$ cat config.mk
export PLATFORM = sky130hd
export DESIGN_NAME = antirrebote_pulso
export DESIGN_NICKNAME = d
export VERILOG_FILES = /design/src/rtl/antirrebote_pkg.sv /design/src/rtl/sincronizador_2ff.sv /design/src/rtl/antirrebote_pulso.sv
export SDC_FILE = /design/constraint.sdc
export NUM_CORES = 1
export LEC_CHECK = 0
export CAP_MARGIN = 15
export CORE_MARGIN = 2
export CORE_UTILIZATION = 54
export CTS_BUF_LIST = sky130_fd_sc_hd__clkbuf_16
export DETAILED_ROUTE_END_ITERATION = 10
export PLACE_DENSITY = 0.86
export SLEW_MARGIN = 20
export SYNTH_ARGS = -nofsm -noshare
export SYNTH_HDL_FRONTEND = slang
export SYNTH_SLANG_ARGS = --single-unit
$ cat constraint.sdc
create_clock -name clk -period 2 [get_ports clk]
set_clock_uncertainty 0.1 [all_clocks]
set_input_delay 0.4 -clock clk [delete_from_list [all_inputs] [get_ports clk]]
set_output_delay 0.4 -clock clk [all_outputs]
set_load 0.005 [all_outputs]
$ cat src/rtl/antirrebote_pkg.sv
// Shared types and constants for the antirrebote_pulso push-button front end.
package antirrebote_pkg;

  // Debounce FSM states, fixed 2-bit encoding.
  typedef enum logic [1:0] {
    IDLE          = 2'd0,
    CHECK_PRESS   = 2'd1,
    HELD          = 2'd2,
    CHECK_RELEASE = 2'd3
  } state_t;

  // Direction driven on up_down after reset (count up).
  localparam logic DIR_UP = 1'b1;

  // Counter width: clog2 of the larger of the two periods, never below 1 bit.
  function automatic int cnt_width(input int deb, input int rep);
    int m;
    m = (deb > rep) ? deb : rep;
    return ($clog2(m) < 1) ? 1 : $clog2(m);
  endfunction

endpackage

$ cat src/rtl/sincronizador_2ff.sv
// 1-bit two-flop synchronizer for a raw asynchronous input; synchronous reset
// clears both stages.
module sincronizador_2ff (
  input  logic clk,
  input  logic reset,
  input  logic i_async,
  output logic o_sync
);

  logic r_meta;
  logic r_sync;

  // Two back-to-back flops; the first may go metastable, the second settles it.
  always_ff @(posedge clk) begin
    if (reset) begin
      r_meta <= 1'b0;
      r_sync <= 1'b0;
    end else begin
      r_meta <= i_async;
      r_sync <= r_meta;
    end
  end

  assign o_sync = r_sync;

endmodule

$ cat src/rtl/antirrebote_pulso.sv
// Synchronizes and debounces two raw buttons (up / down) and turns each
// accepted press into a one-cycle enable pulse plus a registered direction.
// Optional feature macro: ANTIRREBOTE_AUTOREPEAT_EN -- when defined, a held
// button repeats its pulse every REP_CYCLES cycles.
module antirrebote_pulso
  import antirrebote_pkg::*;
#(
  parameter int DEB_CYCLES = 16,
  parameter int REP_CYCLES = 64
) (
  input  logic clk,
  input  logic reset,
  input  logic btn_up,
  input  logic btn_down,
  output logic enable,
  output logic up_down
);

  localparam int CW = cnt_width(DEB_CYCLES, REP_CYCLES);
  localparam logic [CW-1:0] DEB_LAST = CW'(DEB_CYCLES - 1);
  localparam logic [CW-1:0] CNT_MAX  = {CW{1'b1}};
`ifdef ANTIRREBOTE_AUTOREPEAT_EN
  localparam logic [CW-1:0] REP_LAST = CW'(REP_CYCLES - 1);
`endif

  logic w_up_s;
  logic w_dn_s;

  sincronizador_2ff u_sync_up (
    .clk     (clk),
    .reset   (reset),
    .i_async (btn_up),
    .o_sync  (w_up_s)
  );

  sincronizador_2ff u_sync_dn (
    .clk     (clk),
    .reset   (reset),
    .i_async (btn_down),
    .o_sync  (w_dn_s)
  );

  state_t          r_state;
  state_t          w_state_next;
  logic [CW-1:0]   r_cnt;
  logic [CW-1:0]   w_cnt_next;
  logic            r_dir;
  logic            w_dir_next;
  logic            r_enable;
  logic            w_enable_next;
  logic            r_up_down;
  logic            w_up_down_next;

  // The button being debounced and the one that is not, relative to r_dir.
  logic            w_latched;
  logic            w_other;
  logic [CW-1:0]   w_cnt_inc;

  assign w_latched = r_dir ? w_up_s : w_dn_s;
  assign w_other   = r_dir ? w_dn_s : w_up_s;
  // Saturating increment: the counter holds at all-ones rather than wrapping.
  assign w_cnt_inc = (r_cnt == CNT_MAX) ? r_cnt : r_cnt + CW'(1);

  // State, counter and output registers; reset overrides any pending pulse.
  always_ff @(posedge clk) begin
    if (reset) begin
      r_state   <= IDLE;
      r_cnt     <= '0;
      r_dir     <= DIR_UP;
      r_enable  <= 1'b0;
      r_up_down <= DIR_UP;
    end else begin
      r_state   <= w_state_next;
      r_cnt     <= w_cnt_next;
      r_dir     <= w_dir_next;
      r_enable  <= w_enable_next;
      r_up_down <= w_up_down_next;
    end
  end

  // Next-state, counter and pulse decisions for the debounce FSM.
  always_comb begin
    w_state_next   = r_state;
    w_cnt_next     = r_cnt;
    w_dir_next     = r_dir;
    w_enable_next  = 1'b0;
    w_up_down_next = r_up_down;

    case (r_state)
      IDLE: begin
        w_cnt_next = '0;
        // Only a single pressed button starts a debounce; both or none wait.
        if (w_up_s ^ w_dn_s) begin
          w_dir_next   = w_up_s;
          w_state_next = CHECK_PRESS;
        end
      end

      CHECK_PRESS: begin
        if (!w_latched || w_other) begin
          w_state_next = IDLE;
          w_cnt_next   = '0;
        end else if (r_cnt == DEB_LAST) begin
          w_state_next   = HELD;
          w_cnt_next     = '0;
          w_enable_next  = 1'b1;
          w_up_down_next = r_dir;
        end else begin
          w_cnt_next = w_cnt_inc;
        end
      end

      HELD: begin
        if (!w_latched) begin
          w_state_next = CHECK_RELEASE;
          w_cnt_next   = '0;
        end else begin
`ifdef ANTIRREBOTE_AUTOREPEAT_EN
          if (r_cnt == REP_LAST) begin
            w_cnt_next     = '0;
            w_enable_next  = 1'b1;
            w_up_down_next = r_dir;
          end else begin
            w_cnt_next = w_cnt_inc;
          end
`else
          w_cnt_next = '0;
`endif
        end
      end

      CHECK_RELEASE: begin
        // A bounce back to pressed resumes the hold without a new pulse.
        if (w_latched) begin
          w_state_next = HELD;
          w_cnt_next   = '0;
        end else if (r_cnt == DEB_LAST) begin
          w_state_next = IDLE;
          w_cnt_next   = '0;
        end else begin
          w_cnt_next = w_cnt_inc;
        end
      end

      default: begin
        w_state_next = IDLE;
        w_cnt_next   = '0;
      end
    endcase
  end

  assign enable  = r_enable;
  assign up_down = r_up_down;

endmodule

==> results_dict.tcl, run 1 <==
set metrics [dict create \
    dpl.cell_count 96 \
    start_kind "flip-flop" \
    layout.nets 91 \
    fin_util_pct 68.08 \
    cts_hold_buf 0 \
    cts_max_level 1 \
    finalNonFillerCells 100 \
    p_clk_share_pct 52.0 \
    die-area_um2 1694 \
    grt_pass1_wl_mm 2.359 \
    post-route-min-period_ns 1.679 \
    fin_crit_sh_pct 83.93 \
    async_flop_share_pct 0 \
    drive_gt1_share_pct 12.94 \
    top_register "r_cnt" \
    rsz0062_at_grt "no" \
    power.total_mw 0.7339 \
    route.detailed.drc 0 \
    gp_congestion 0.8271 \
    grt_overflow 0 \
    syn_nets 82 \
    maxSlewViolCount 0 \
    synthFlopType "dfxtp_1" \
    io_pins 6 \
    grt_use_total_pct 21.89 \
    final_common_cell "dfxtp_1" \
    worst_slack_ns 0.3213 \
    status "complete, no violations" \
    postCtsSetupBuffers 0 \
    post_cts_resized 0 \
    synth-warning-count 0 \
    drtIter0Drc 33 \
    root_buffer "clkbuf_16" \
    diodes 0 \
    dp_slack_ns 0.3549 \
    tns_ns 0 \
    grt_pass1_vias 547 \
    ant_nets 0 \
    worstSetupEndpointType "flip-flop" \
    max_cap_violations 0 \
    syn_inst 77 \
    clock_path_buffers 2 \
    fmax_ghz 0.5957 \
    yosysSeqAreaShare_pct 40.27 \
    p_int_mw 0.5902 \
    power_leakage_nw 0.3316 \
    ys_ff_latch 15 \
    setup_viol 0 \
    numCtsBuffers 3 \
    clkLatencyLatePin_ns 0.24 \
    power_frac_seq_pct 43.2 \
    combPwrFrac_pct 4.8 \
    area_growth_pct 18.79 \
    slew-limit-headroom_pct 65.77 \
    reg_top3 "r_cnt x6, r_state x2" \
    vias 601 \
    viasPerCell 6.010 \
    worstPathRequired_ns 2.05 \
    path_clk_slew_ns 0.05 \
    hp-class "flip-flop to flip-flop" \
    die_height_um 41.16 \
    largest_reg_flops 6 \
    worstMarginPinSlew_ns 0.5106 \
    switching_power_mw 0.1437 \
    initial_core_util_pct 57.31 \
    rows 13 \
    path_max_fanout 9 \
    path_class "flip-flop to flip-flop" \
    worstPathArrival_ns 1.73 \
    n_fill_cell 103 \
    power.density_nw_per_um2 828.4 \
    drt-pass1-iter-count 4 \
    die_w_um 41.16 \
    cts_tree "done" \
    mostFrequentLayoutCells "dfxtp_1 (15), nor2_1 (8), nand3_1 (5), nor3_1 (5), clkdlybuf4s50_1 (5)" \
    antenna_found_initial 0 \
    wire_per_inst_um 14.67 \
    wl_mm 1.467 \
    peakVddDrop_mv 0.5723 \
    p_sw_share_pct 19.58 \
    portBuffers 5 \
    synth_area_um2 745.7 \
    grt_max_degree 13 \
    hpwl_um 981.1 \
    synth_edf_count 0 \
    finalHoldViolations 0 \
    synth.distinct_cells 32 \
    cts_sinks 15 \
    core-area_um2 1301 \
    syn_area_per_cell_um2 9.685 \
]
[path summary, 6_finish.rpt]
| kind | cells after the start | slack (ns) | start | to |
|---|---|---|---|---|
| worst max-delay path | 4 | 0.32 | u_sync_dn.o_sync$_SDFF_PP0_ | r_cnt[3]$_SDFF_PP0_ |
| worst max register to register | 4 | 0.32 | u_sync_dn.o_sync$_SDFF_PP0_ | r_cnt[3]$_SDFF_PP0_ |
| worst min-delay path | 1 | 0.34 | u_sync_up.r_meta$_SDFF_PP0_ | u_sync_up.o_sync$_SDFF_PP0_ |
| worst min register to register | 1 | 0.34 | u_sync_up.r_meta$_SDFF_PP0_ | u_sync_up.o_sync$_SDFF_PP0_ |
[per-layer routing]
| metal | wire length [um] | up-vias | GRT usage [%] |
|---|---|---|---|
| li1 | - | 295 | - |
| met1 | 678 | 277 | 28.38 |
| met2 | 666 | 27 | 33.20 |
| met3 | 109 | 2 | 4.891 |
| met4 | 12 | 0 | 12.10 |
| met5 | 0 | - | 0 |
[cells by family after synthesis]
group / Yosys count / synth area share (%)
xor+xnor: 2 / 2.349
fa+ha+maj: 1 / 1.678
compound gates: 19 / 21.81
mux: 3 / 4.195
buf+inv: 3 / 4.362
simple gates: 34 / 25.33
flops: 15 / 40.27
[cells in the mapped netlist, types with 3 or more instances]
cell / n / area (um^2)
nand2_1: 3 / 11.26
nor2b_1: 4 / 25.02
o21ai_1: 3 / 15.01
dfxtp_1: 15 / 300.3
a21oi_1: 3 / 15.01
nand3_1: 5 / 25.02
nor2_1: 8 / 30.03
and3_1: 3 / 18.77
nor3_1: 5 / 25.02
[metrics by stage]
stage / hold WS, ns / area [um^2]
after floorplan: 0.3138 / 745.7
after global placement: 0.3177 / 807.0
after detailed placement: 0.3301 / 807.0
after CTS: 0.3496 / 885.9
after global routing: 0.3632 / 885.9
final: 0.3449 / 885.9
[worst max-delay path, stage by stage, from the launching register on]
cell,delay [ns]
dfxtp_1,0.52
or3b_4,0.45
o21ai_2,0.09
o221ai_4,0.18
nor3_1,0.24
[layout make-up]
class	count	area [um^2]	share of cell area (%)
repair buffers	6	57.56	6.497
flip-flops and latches	15	300.3	33.90
clock buffers	3	75.07	8.475
multi-input cells	59	412.9	46.61
clock inverters	1	3.754	0.4237
well taps	15	18.77	2.119
inverters	1	17.52	1.977
[power groups by stage]
stage / sequential (mW) / clock (mW) / combinational [mW]
finish: 0.317 / 0.382 / 0.0351
detailed placement: 0.322 / 0 / 0.0338
global route: 0.317 / 0.402 / 0.0382
floorplan: 0.316 / 0 / 0.0277
CTS: 0.317 / 0.386 / 0.0349
global placement: 0.322 / 0 / 0.0324
No activity file was read; power rests on OpenSTA's default activity.
==> inputs of run 2 (changes only) <==
CORE_UTILIZATION = 49   (was 54)
PLACE_DENSITY = 0.83   (was 0.86)
clock period = 1.47 ns   (was 2 ns; I/O delays follow)
==> run 2 against run 1 <==
Compared with the run above:
- global-route usage fell by 2.9 points
- flip-flop and latch count stayed put
- critical path depth unchanged
- design area increased by 15%
- utilization grew 0.97 points
- clock-buffer cell count unchanged
- critical endpoint is now r_cnt[5]$_SDFF_PP0_
- largest power group unchanged
- highest routed layer unchanged
==> results_dict.tcl, run 2 (synthesis results as in run 1) <==
set metrics [dict create \
    worst_path_max_delay_cell "or3b_4" \
    die_w_um 43.01 \
    root_buffer "clkbuf_16" \
    n_fill_cell 113 \
    gp_congestion 0.8064 \
    core-area_um2 1471 \
    antenna_found_initial 0 \
    dpl.cell_count 107 \
    start_kind "flip-flop" \
    multiInputGateArea_um2 459.2 \
    peakVddDrop_mv 0.8445 \
    portBuffers 5 \
    clkLatencyLatePin_ns 0.24 \
    path_clk_slew_ns 0.05 \
    power_leakage_nw 0.3806 \
    setup_viol 0 \
    top_register "r_cnt" \
    worstPathRequired_ns 1.50 \
    die-area_um2 1850 \
    io_pins 6 \
    path_cells "or3b_4, o21ai_4, o221ai_4, a2111oi_4" \
    wl_mm 1.567 \
    hp-class "flip-flop to flip-flop" \
    drive_gt1_share_pct 33.68 \
    fin_util_pct 69.05 \
    layout.nets 101 \
    initial_core_util_pct 50.68 \
    cts_hold_buf 0 \
    finalHoldViolations 0 \
    final_common_cell "dfxtp_1" \
    grt_max_degree 10 \
    grt_use_total_pct 19.00 \
    worstMarginPinSlew_ns 0.3652 \
    clock_path_buffers 2 \
    finalNonFillerCells 111 \
    numCtsBuffers 3 \
    seq_area_um2 304.0 \
    largest_reg_flops 6 \
    reg_top3 "r_cnt x6, r_state x2" \
    area_growth_pct 36.24 \
    grt_pass1_wl_mm 2.546 \
    cp_slowest_stage_delay_ns 0.41 \
    grt_pass1_vias 604 \
    max_cap_violations 0 \
    worstPathArrival_ns 1.50 \
    ant_nets 0 \
    path_max_fanout 7 \
    vias 650 \
    fmax_ghz 0.6840 \
    power.density_nw_per_um2 999.4 \
    viasPerCell 5.856 \
    grt_overflow 0 \
    hpwl_mm 1.064 \
    route.detailed.drc 0 \
    place_area_um2 890.9 \
    maxSlewViolCount 0 \
    postCtsSetupBuffers 0 \
    cts_max_level 1 \
    rows 14 \
    post-route-min-period_ns 1.462 \
    fin_crit_sh_pct 99.46 \
    die_height_um 43.01 \
    wire_per_inst_um 14.12 \
    drt-pass1-iter-count 4 \
    path_class "flip-flop to flip-flop" \
    mostFrequentLayoutCells "dfxtp_1 (12), buf_4 (10), nor2_1 (8), nor3_1 (5)" \
    diodes 0 \
    drtIter0Drc 26 \
    worstSetupEndpointType "flip-flop" \
    fin_area_um2 1016 \
    rsz0062_at_grt "yes" \
    slew-limit-headroom_pct 75.46 \
    tns_ns 0 \
    status "complete, no violations" \
    cts_sinks 15 \
    cts_tree "done" \
]
## run 2: cell count changes in the layout (fill, tap and decap cells not counted), sizes merged
cell | before | now
buf | 1 | 11
clkdlybuf4s50 | 5 | 4
clkinv | 0 | 1
dlygate4sd2 | 0 | 1
inv | 1 | 0
## run 2: layer usage
layer	wire length (um)	up-vias	global-route usage (%)	share of wire (%)
li1	-	315	-	-
met3	90	6	6.383	5.7
met2	747	20	31.52	48
met1	687	309	21.75	44
met4	41	0	9.091	2.6
met5	0	-	0	0
## run 2: stage by stage
stage / hold slack, ns / setup WS, ns / total power [mW]
floorplan: 0.2656 / 0.005120 / 0.4680
finish: 0.3395 / 0.007984 / 1.015
detailed placement: 0.3348 / -0.1217 / 0.4910
global placement: 0.3194 / -0.04538 / 0.4880
CTS: 0.3505 / 0.01136 / 1.015
global route: 0.3494 / -0.05872 / 1.052
## run 2: final cells by class
| cell class | count | area share (%) |
|---|---|---|
| multi-input combinational | 59 | 45.20 |
| sequential | 15 | 29.93 |
| timing repair buffer | 16 | 13.30 |
| clock buffer | 3 | 7.389 |
| tap | 16 | 1.970 |
| inverter | 1 | 1.724 |
| clock inverter | 1 | 0.4926 |
## run 2: worst max-delay path, delay by kind of cell, from the launching register on
kind               cells  cell delay [ns]
AOI/OAI and AO/OA      3             0.51
DFF                    1             0.33
and+or+nand+nor        1             0.41
## run 2: path summary, 6_finish.rpt
check | from | end | slack (ns) | cells after the start
hold / removal | u_sync_dn.r_meta$_SDFF_PP0_ | u_sync_dn.o_sync$_SDFF_PP0_ | 0.34 | 1
setup reg to reg | r_state[1]$_SDFFE_PP0P_ | r_cnt[5]$_SDFF_PP0_ | 0.008 | 4
setup / recovery | r_state[1]$_SDFFE_PP0P_ | r_cnt[5]$_SDFF_PP0_ | 0.008 | 4
hold reg to reg | u_sync_dn.r_meta$_SDFF_PP0_ | u_sync_dn.o_sync$_SDFF_PP0_ | 0.34 | 1
## run 2: report_power, final
part	internal [mW]	total [mW]	switching (mW)
Clock	0.363	0.525	0.162
Combinational	0.0338	0.0651	0.0313
Sequential	0.417	0.425	0.00843
Total	0.813	1.02	0.202
## run 2: repair_timing
action                                  4_1_cts  5_1_grt
gates resized for setup                       2       11
endpoints found under the setup margin        2        5
pin swaps                                     0        3
cloned                                        0        0
